==> src/rtl/octave_pkg.sv <==
// Shared types and the octave mixing function for the octave synthesizer.
package octave_pkg;

    localparam int unsigned NUM_OCTAVES = 7;
    localparam int unsigned SAMPLE_W    = 16;
    localparam int unsigned PHASE_W     = 7;

    typedef logic [NUM_OCTAVES-1:0]     oct_mask_t;
    typedef logic signed [SAMPLE_W-1:0] sample_t;

    // Octave k's square wave is phase bit (6-k): octave 6 is the fastest.
    function automatic sample_t mix_sample(oct_mask_t m, logic [PHASE_W-1:0] ph, sample_t amp);
        sample_t acc;
        acc = '0;
        for (int k = 0; k < NUM_OCTAVES; k++) begin
            if (m[k]) begin
                acc = ph[PHASE_W-1-k] ? acc + amp : acc - amp;
            end
        end
        return acc;
    endfunction

endpackage

==> src/rtl/octave_synth_if.sv <==
// Mask-write and sample-stream signals between the CPU/audio path and the synthesizer.
interface octave_synth_if;
    import octave_pkg::*;

    oct_mask_t octaves;
    logic      octaves_en;
    logic      sample_ready;
    logic      overrun_clr;
    logic      sample_valid;
    sample_t   sample_data;
    oct_mask_t active_mask;
    logic      overrun;

    modport master (
        output octaves, octaves_en, sample_ready, overrun_clr,
        input  sample_valid, sample_data, active_mask, overrun
    );

    modport slave (
        input  octaves, octaves_en, sample_ready, overrun_clr,
        output sample_valid, sample_data, active_mask, overrun
    );

endinterface

==> src/rtl/octave_synth_tick_div.sv <==
// Modulo-DIV free-running counter producing a one-cycle pulse on its terminal count.
module tick_div #(
    parameter int unsigned DIV = 2
) (
    input  logic clk,
    input  logic rst,
    output logic tick
);

    localparam int unsigned     CntW = (DIV > 1) ? $clog2(DIV) : 1;
    localparam logic [CntW-1:0] Last = CntW'(DIV - 1);

    logic [CntW-1:0] cnt_q, cnt_d;

    assign tick = (cnt_q == Last);

    always_comb begin
        cnt_d = tick ? '0 : cnt_q + 1'b1;
    end

    always_ff @(posedge clk) begin
        if (rst) begin
            cnt_q <= '0;
        end else begin
            cnt_q <= cnt_d;
        end
    end

endmodule

==> src/rtl/octave_synth.sv <==
// Seven-octave square-wave synthesizer: latches the CPU octave mask, mixes the enabled
// octaves into a PCM sample each sample tick and offers it over valid/ready.
module octave_synth
    import octave_pkg::*;
#(
    parameter int unsigned HALF_PERIOD = 28409,
    parameter int unsigned SAMPLE_DIV  = 1134,
    parameter int unsigned AMP         = 4096
) (
    input  logic           clk,
    input  logic           rst,
    octave_synth_if.slave  bus
);

    localparam sample_t AmpS = sample_t'(AMP);

    logic base_tick, sample_tick;

    tick_div #(.DIV(HALF_PERIOD)) u_base_div (
        .clk  (clk),
        .rst  (rst),
        .tick (base_tick)
    );

    tick_div #(.DIV(SAMPLE_DIV)) u_sample_div (
        .clk  (clk),
        .rst  (rst),
        .tick (sample_tick)
    );

    logic [PHASE_W-1:0] ph_q, ph_d;
    oct_mask_t          shadow_q, shadow_d;
    oct_mask_t          active_q, active_d;
    oct_mask_t          mask_in;
    sample_t            data_q, data_d;
    logic               valid_q, valid_d;
    logic               overrun_q, overrun_d;
    logic               drop;

    always_comb begin
        ph_d      = base_tick ? ph_q + 1'b1 : ph_q;
        // A write landing in the tick cycle is applied to that very sample.
        mask_in   = bus.octaves_en ? bus.octaves : shadow_q;
        shadow_d  = mask_in;
        active_d  = active_q;
        data_d    = data_q;
        valid_d   = valid_q;
        overrun_d = overrun_q;
        drop      = sample_tick && valid_q && !bus.sample_ready;

        if (sample_tick) begin
            active_d = mask_in;
            if (!drop) begin
                data_d  = mix_sample(mask_in, ph_q, AmpS);
                valid_d = 1'b1;
            end
        end else if (valid_q && bus.sample_ready) begin
            valid_d = 1'b0;
        end

        if (bus.overrun_clr) begin
            overrun_d = 1'b0;
        end
        if (drop) begin
            overrun_d = 1'b1;
        end
    end

    always_ff @(posedge clk) begin
        if (rst) begin
            ph_q      <= '0;
            shadow_q  <= '0;
            active_q  <= '0;
            data_q    <= '0;
            valid_q   <= 1'b0;
            overrun_q <= 1'b0;
        end else begin
            ph_q      <= ph_d;
            shadow_q  <= shadow_d;
            active_q  <= active_d;
            data_q    <= data_d;
            valid_q   <= valid_d;
            overrun_q <= overrun_d;
        end
    end

    assign bus.sample_valid = valid_q;
    assign bus.sample_data  = data_q;
    assign bus.active_mask  = active_q;
    assign bus.overrun      = overrun_q;

endmodule

==> src/flat_wrapper.sv <==
// flat-port wrapper written by rule: the top's interface ports become plain ports
module octave_synth_flat import octave_pkg::*;
#(
    parameter int unsigned HALF_PERIOD = 28409,
    parameter int unsigned SAMPLE_DIV  = 1134,
    parameter int unsigned AMP         = 4096
)
  (clk, rst, bus_octaves, bus_octaves_en, bus_sample_ready, bus_overrun_clr, bus_sample_valid, bus_sample_data, bus_active_mask, bus_overrun);
  octave_synth_if bus_i ();
  input  logic clk;
  input  logic rst;
  input wire logic [$bits(bus_i.octaves)-1:0] bus_octaves;
  input wire logic [$bits(bus_i.octaves_en)-1:0] bus_octaves_en;
  input wire logic [$bits(bus_i.sample_ready)-1:0] bus_sample_ready;
  input wire logic [$bits(bus_i.overrun_clr)-1:0] bus_overrun_clr;
  output wire logic [$bits(bus_i.sample_valid)-1:0] bus_sample_valid;
  output wire logic [$bits(bus_i.sample_data)-1:0] bus_sample_data;
  output wire logic [$bits(bus_i.active_mask)-1:0] bus_active_mask;
  output wire logic [$bits(bus_i.overrun)-1:0] bus_overrun;
  assign bus_i.octaves = bus_octaves;
  assign bus_i.octaves_en = bus_octaves_en;
  assign bus_i.sample_ready = bus_sample_ready;
  assign bus_i.overrun_clr = bus_overrun_clr;
  assign bus_sample_valid = bus_i.sample_valid;
  assign bus_sample_data = bus_i.sample_data;
  assign bus_active_mask = bus_i.active_mask;
  assign bus_overrun = bus_i.overrun;
  octave_synth #(.HALF_PERIOD(HALF_PERIOD), .SAMPLE_DIV(SAMPLE_DIV), .AMP(AMP)) u_core (.clk(clk), .rst(rst), .bus(bus_i));
endmodule
==> config.mk <==
export PLATFORM = sky130hd
export DESIGN_NAME = octave_synth_flat
export DESIGN_NICKNAME = d
export VERILOG_FILES = /design/src/rtl/octave_pkg.sv /design/src/rtl/octave_synth_if.sv /design/src/rtl/octave_synth_tick_div.sv /design/src/rtl/octave_synth.sv /design/src/flat_wrapper.sv
export SDC_FILE = /design/constraint.sdc
export NUM_CORES = 1
export LEC_CHECK = 0
export BUFFER_PORTS_ARGS = -buffer_cell sky130_fd_sc_hd__buf_2
export CAP_MARGIN = 20
export CORE_UTILIZATION = 59
export CTS_CLUSTER_SIZE = 16
export DETAILED_ROUTE_END_ITERATION = 10
export PLACE_DENSITY = 0.89
export SYNTH_ARGS = -nofsm -noshare
export SYNTH_HDL_FRONTEND = slang
export SYNTH_HIERARCHICAL = 1
export SYNTH_SLANG_ARGS = --single-unit
==> constraint.sdc <==
create_clock -name clk -period 9.8 [get_ports clk]
set_clock_uncertainty 0.15 [all_clocks]
set_input_delay 1.47 -clock clk [delete_from_list [all_inputs] [get_ports clk]]
set_output_delay 1.47 -clock clk [all_outputs]
set_load 0.05 [all_outputs]
### Word level (Yosys, flattened, before mapping)

Cells that the tools add are included.

| cells by class | value |
|---|---|
| $add $sub $neg | 15 |
| muxes and demuxes | 32 |
| bitwise logic cells | 1 |
| reduce and logical (&&, ||, !) cells | 10 |
| equality and inequality tests | 3 |

Operators by type and width:

| cell | count |
|---|---|
| two-way mux 16 bit | 26 |
| adder 16 x 14 -> 16 bit, second input constant | 6 |
| subtractor 16 x 14 -> 16 bit, second input constant | 6 |
| adder 15 x 1 -> 15 bit, second input constant | 1 |
| == test 15 bit, second input constant | 1 |
| adder 11 x 1 -> 11 bit, second input constant | 1 |
| == test 11 bit, second input constant | 1 |
| adder 7 x 1 -> 7 bit, second input constant | 1 |
| two-way mux 7 bit | 1 |
| two-way mux 1 bit | 5 |
| AND reduction 2 bit | 2 |
| nonzero test 2 bit | 2 |
| OR reduction 2 bit | 2 |
| logical AND 1 bit | 3 |
| != test 2 bit, second input constant | 1 |
| logical NOT 1 bit | 1 |
| inverter 1 bit | 1 |

| storage, ports and cells | value |
|---|---|
| output and inout bits | 25 |
| register bits | 65 |
| word-level logic and storage cells | 69 |
| bits of input ports | 12 |

### Depth between registers and ports, before layout

| depth | value |
|---|---|
| depth in word-level cells | 33 |
| gate-level depth with buffers | 26 |
| gate-level depth less buffers | 25 |

### By module

The synthesis kept the hierarchy.

Modules (own cells, without submodules):

| module | area each (µm²) | times used | seq. area each (µm²) | cells an instance |
|---|---|---|---|---|
| octave_synth | 2,074.5 | 1 | 540.5 | 223 |
| tick_div at u_core.u_base_div | 701.9 | 1 | 300.3 | 77 |
| tick_div at u_core.u_sample_div | 506.7 | 1 | 220.2 | 56 |

### Least setup slack after synthesis

No wires, ideal clock.

| path | value |
|---|---|
| kind | input port to flip-flop |
| from | input port bus_octaves_en |
| to | register u_core.data_q[15], in the netlist u_core/bus.sample_data[15] |
| data required time | 9.559 ns |
| path slack | 2.276 ns |
| arrival time | 7.283 ns |
| buffers on the path | 1 |
| stages | 26 |
| setup time | 0.091 ns |
| path through | buf_8 -> mux2i_2 -> nor2_1 -> xnor2_1 -> ha_1 -> nor2b_1 -> o32a_1 -> a31oi_1 -> ha_1 -> xnor2_1 -> mux2_2 -> ha_1 -> xnor2_1 -> mux2_2 -> ha_1 -> xnor2_1 -> mux2_4 -> ha_1 -> xnor2_1 -> mux2_4 -> ha_1 -> or3_1 -> a31o_1 -> o311ai_4 -> xnor3_1 -> a311oi_1 |

| between the ends | value |
|---|---|
| word-level cells in the longest chain between the ends | 32 |
| elaborated cells between the ends (all ways) | 38 |
| classes of those cells | add/sub: 12; mux: 26 |

RTL lines:

| what | line | RTL |
|---|---|---|
| from (decl) | flat_wrapper.sv:13 | `input wire logic [$bits(bus_i.octaves_en)-1:0] bus_octaves_en;` |
| two-way mux 7 bit (*) | octave_synth.sv:43 | `mask_in = bus.octaves_en ? bus.octaves : shadow_q;` |
| two-way mux 16 bit | octave_pkg.sv:16 | `if (m[k]) begin` |
| two-way mux 16 bit | octave_synth.sv:53 | `if (!drop) begin` |
| two-way mux 16 bit | octave_synth.sv:51 | `if (sample_tick) begin` |
| subtractor 16 x 14 -> 16 bit or adder 16 x 14 -> 16 bit (tied branches) | octave_pkg.sv:17 | `acc = ph[PHASE_W-1-k] ? acc + amp : acc - amp;` |
| two-way mux 16 bit | octave_pkg.sv:17 |  |
| two-way mux 16 bit | octave_pkg.sv:16 |  |
| two-way mux 16 bit | octave_synth.sv:53 |  |
| [16 not listed] | - |  |
| subtractor 16 x 14 -> 16 bit or adder 16 x 14 -> 16 bit (tied branches) | octave_pkg.sv:17 |  |
| two-way mux 16 bit | octave_pkg.sv:17 |  |
| two-way mux 16 bit | octave_pkg.sv:16 |  |
| two-way mux 16 bit | octave_synth.sv:53 |  |
| two-way mux 16 bit | octave_synth.sv:51 |  |
| subtractor 16 x 14 -> 16 bit or adder 16 x 14 -> 16 bit (tied branches) | octave_pkg.sv:17 |  |
| two-way mux 16 bit | octave_pkg.sv:17 |  |
| two-way mux 16 bit (*) | octave_pkg.sv:16 |  |
| to (signal assigned) | octave_synth.sv:81 | `data_q <= data_d;` |
| to (decl) | octave_synth.sv:35 | `sample_t data_q, data_d;` |

Mark *: on every way between the ends. The rest lies on a longest branch, timed or not. The select of a mux whose other input is x is not followed.
A chain may end at the register's enable or synchronous reset.

### Final worst setup path

Ends and elaborated chain as after synthesis.

==> reports/qor.csv <==
metric;value;unit
status;complete, no violations;
drt first pass iters;4;
max-slew violations;0;
hold depth;2;
commonest cells in the netlist;nor2_1, dfxtp_1, xnor2_1, nand2_1, inv_1;
WS Path Type;primary input to flip-flop;
Port-buffer cells;24;
peak supply drop;95.3;µV
DR WL/cell;13.5;µm
Area Overhead vs Synth;5.72;%
HP Start;u_core/bus.sample_data[13]$_SDFFE_PP0P_;
core area;5240;µm²
die width;76.6;µm
hold endpoint;u_core/bus.sample_data[13]$_SDFFE_PP0P_;
cell family with most CP delay;adder cells;
CTS Hold Bufs;0;
origin of the critical flop-to-flop path;u_core/shadow_q[0]$_SDFF_PP0_;
Longest Clk Path Bufs;2;
synth top area cells;dfxtp_1, nor2_1, xnor2_1;
placed cells;440;
Starting Density;62.7;%
Final Wtd Congestion;0.845;
EDFF count, synth;0;
worst reg2reg path depth;25;
Worst-Margin Slew;906;ps
Top FF cell, synth;dfxtp_1;
Total Routed Length;6.05;mm
# DRC;0;
slowest CP cell;mux2i_2;
Clk pin slew, worst setup/hold paths;90;ps
Synth Register Bits;53;
max_cap viols;0;
wire length of the first global-routing pass;10.2;mm
post-route setup slack;1780;ps
vias per cell;5.50;
clock sink total;53;
crit-path most repeated cell;ha_1;
Power, Total;0.553;mW
Required @ worst endpoint;9860;ps
Yosys warnings;6;
Crit. End Element;flip-flop;
layout cell share with drive strength beyond 1;14.8;%
vias in the first global route;2314;
HPWL Detailed;4.49;mm
dominant cell by count in the synthesized netlist;nor2_1;
CP Max Fanout;11;
TritonCTS clock tree;done;
H-tree Lvls;2;
Setup Buffers After CTS;0;
achievable frequency;125;MHz
row cnt;26;
Mapped Cells;356;
I/O pins;37;
Max stage delay on crit path;440;ps
diode count;0;
crit share post-route;81.8;%
Netlist cell types;59;
violation count after the first detailed-route iteration;110;
post-synthesis sequential area ratio;32.3;%
TritonCTS buffer count;5;
synthesized area;3280;µm²
syn avg cell area;9.22;µm²
dpl ws;1560;ps
post-synth top area share;32.3;%
reg2reg end;u_core/bus.sample_data[15]$_SDFFE_PP0P_;
CTS Root Cell;clkbuf_8;
pin count of the biggest net entering global routing;31;
crit path time final;8020;ps
relative slew slack;38.8;%
worst path bufs/invs;1;
element type at the critical path start;primary input;
Hold Crit Class;flip-flop to flip-flop;
GRT overflow;0;
leakage power;1.38;nW
die area;5870;µm²
initial antenna violation count;0;
WP data arrival;8080;ps
Final Hold Vio Count;0;
final antenna-violating net count;0;
RSZ-0062 raised after global routing;no;
post-cts sizing count;0;
chip height;76.6;µm
Cell Count, Final, Fillers Out;448;
clock insertion delay at the later pin of the skew report;300;ps
NumNets Final;410;
Pwr Density;159;nW/µm²
Via Count;2464;
final setup fails;0;
GRT Overall Usage;21.5;%
setup TNS;0;ps
ys async rst share;0;%
R2R setup slack;3070;ps
leading area contributor after synthesis;dfxtp_1;
==> stage by stage <==
stage               utilization (%)  hold WS, ps  instance area, µm²
finish                         66.3          335                3470
global route                   66.3          349                3470
CTS                            66.3          333                3470
detailed placement             64.0          316                3350
global placement               64.0          312                3350
floorplan                         -          295                3320
==> power by group <==
part / total [mW] / leakage (nW) / switching [mW] / internal, mW
Sequential: 0.223 / 0.429 / 0.00411 / 0.219
Clock: 0.151 / 0.0585 / 0.0673 / 0.0833
Combinational: 0.179 / 0.892 / 0.0966 / 0.0822
==> kinds of logic (layout without fill, tap and decap cells) <==
| kind of cell | after synthesis | count (layout) | synth area share, % |
|---|---|---|---|
| adder cells (fa/ha/maj) | 21 | 21 | 9.15 |
| other | 1 | 12 | 0.114 |
| multiplexers | 19 | 19 | 7.62 |
| XOR/XNOR | 40 | 40 | 12.4 |
| flip-flops | 53 | 53 | 32.3 |
| buffers and inverters | 43 | 54 | 8.35 |
| AO/OA/AOI/OAI | 49 | 49 | 10.1 |
| AND/OR/NAND/NOR | 130 | 130 | 19.9 |
==> worst reg2reg max path, delay by kind of cell, from the launching register on <==
kind / cells / cell delay [ps]
adder cells (fa/ha/maj): 6 / 1860
multiplexers: 5 / 1460
AO/OA/AOI/OAI: 5 / 1200
XOR/XNOR: 6 / 1060
AND/OR/NAND/NOR: 3 / 570
flip-flops: 1 / 350
==> worst max-delay path by stage <==
stage                   startpoint                                       to  depth (start not counted)
finish              bus_octaves_en  u_core/bus.sample_data[15]$_SDFFE_PP0P_                         26
global route        bus_octaves_en  u_core/bus.sample_data[15]$_SDFFE_PP0P_                         26
CTS                 bus_octaves_en  u_core/bus.sample_data[15]$_SDFFE_PP0P_                         26
detailed placement  bus_octaves_en  u_core/bus.sample_data[15]$_SDFFE_PP0P_                         26
global placement    bus_octaves_en  u_core/bus.sample_data[15]$_SDFFE_PP0P_                         26
floorplan           bus_octaves_en  u_core/bus.sample_data[15]$_SDFFE_PP0P_                         26
==> state kept, by name, summed over array words and instances, names as in the netlist <==
| register | count |
|---|---|
| u_core/bus.sample_data | 4 |
| u_core/bus.active_mask | 7 |
| u_core/bus.sample_valid | 1 |
| u_core/bus.overrun | 1 |
| u_core/u_base_div/cnt_q | 15 |
| u_core/u_sample_div/cnt_q | 11 |
| u_core/ph_q | 7 |
| u_core/shadow_q | 7 |
==> layout by cell type, fill, tap and decap left out, drive strengths merged, types with 12 or more instances in the layout <==
master / instances
nand2: 23
nor2: 56
xor2: 12
xnor2: 24
ha: 16
conb: 12
mux2i: 13
inv: 20
dfxtp: 53
a21oi: 16
buf: 26
==> metal layers <==
| layer | part of all wire, % | up-vias | GRT usage (%) | routed length, µm |
|---|---|---|---|---|
| li1 | - | 1246 | - | - |
| met1 | 47 | 1158 | 26.5 | 2820 |
| met2 | 48 | 49 | 37.2 | 2930 |
| met3 | 3.4 | 11 | 4.67 | 203 |
| met4 | 1.8 | 0 | 6.54 | 106 |
| met5 | 0 | - | 0 | 0 |
==> final cells by class <==
type | count | area (µm²)
repair buffers | 26 | 135
well taps | 70 | 87.6
clock buffers | 7 | 86.3
clock inverters | 1 | 30.0
flip-flops and latches | 53 | 1060
inverters | 20 | 75.1
fillers | 415 | 1770
multi-input cells | 271 | 2000
Power figures use the tool's default switching activity.
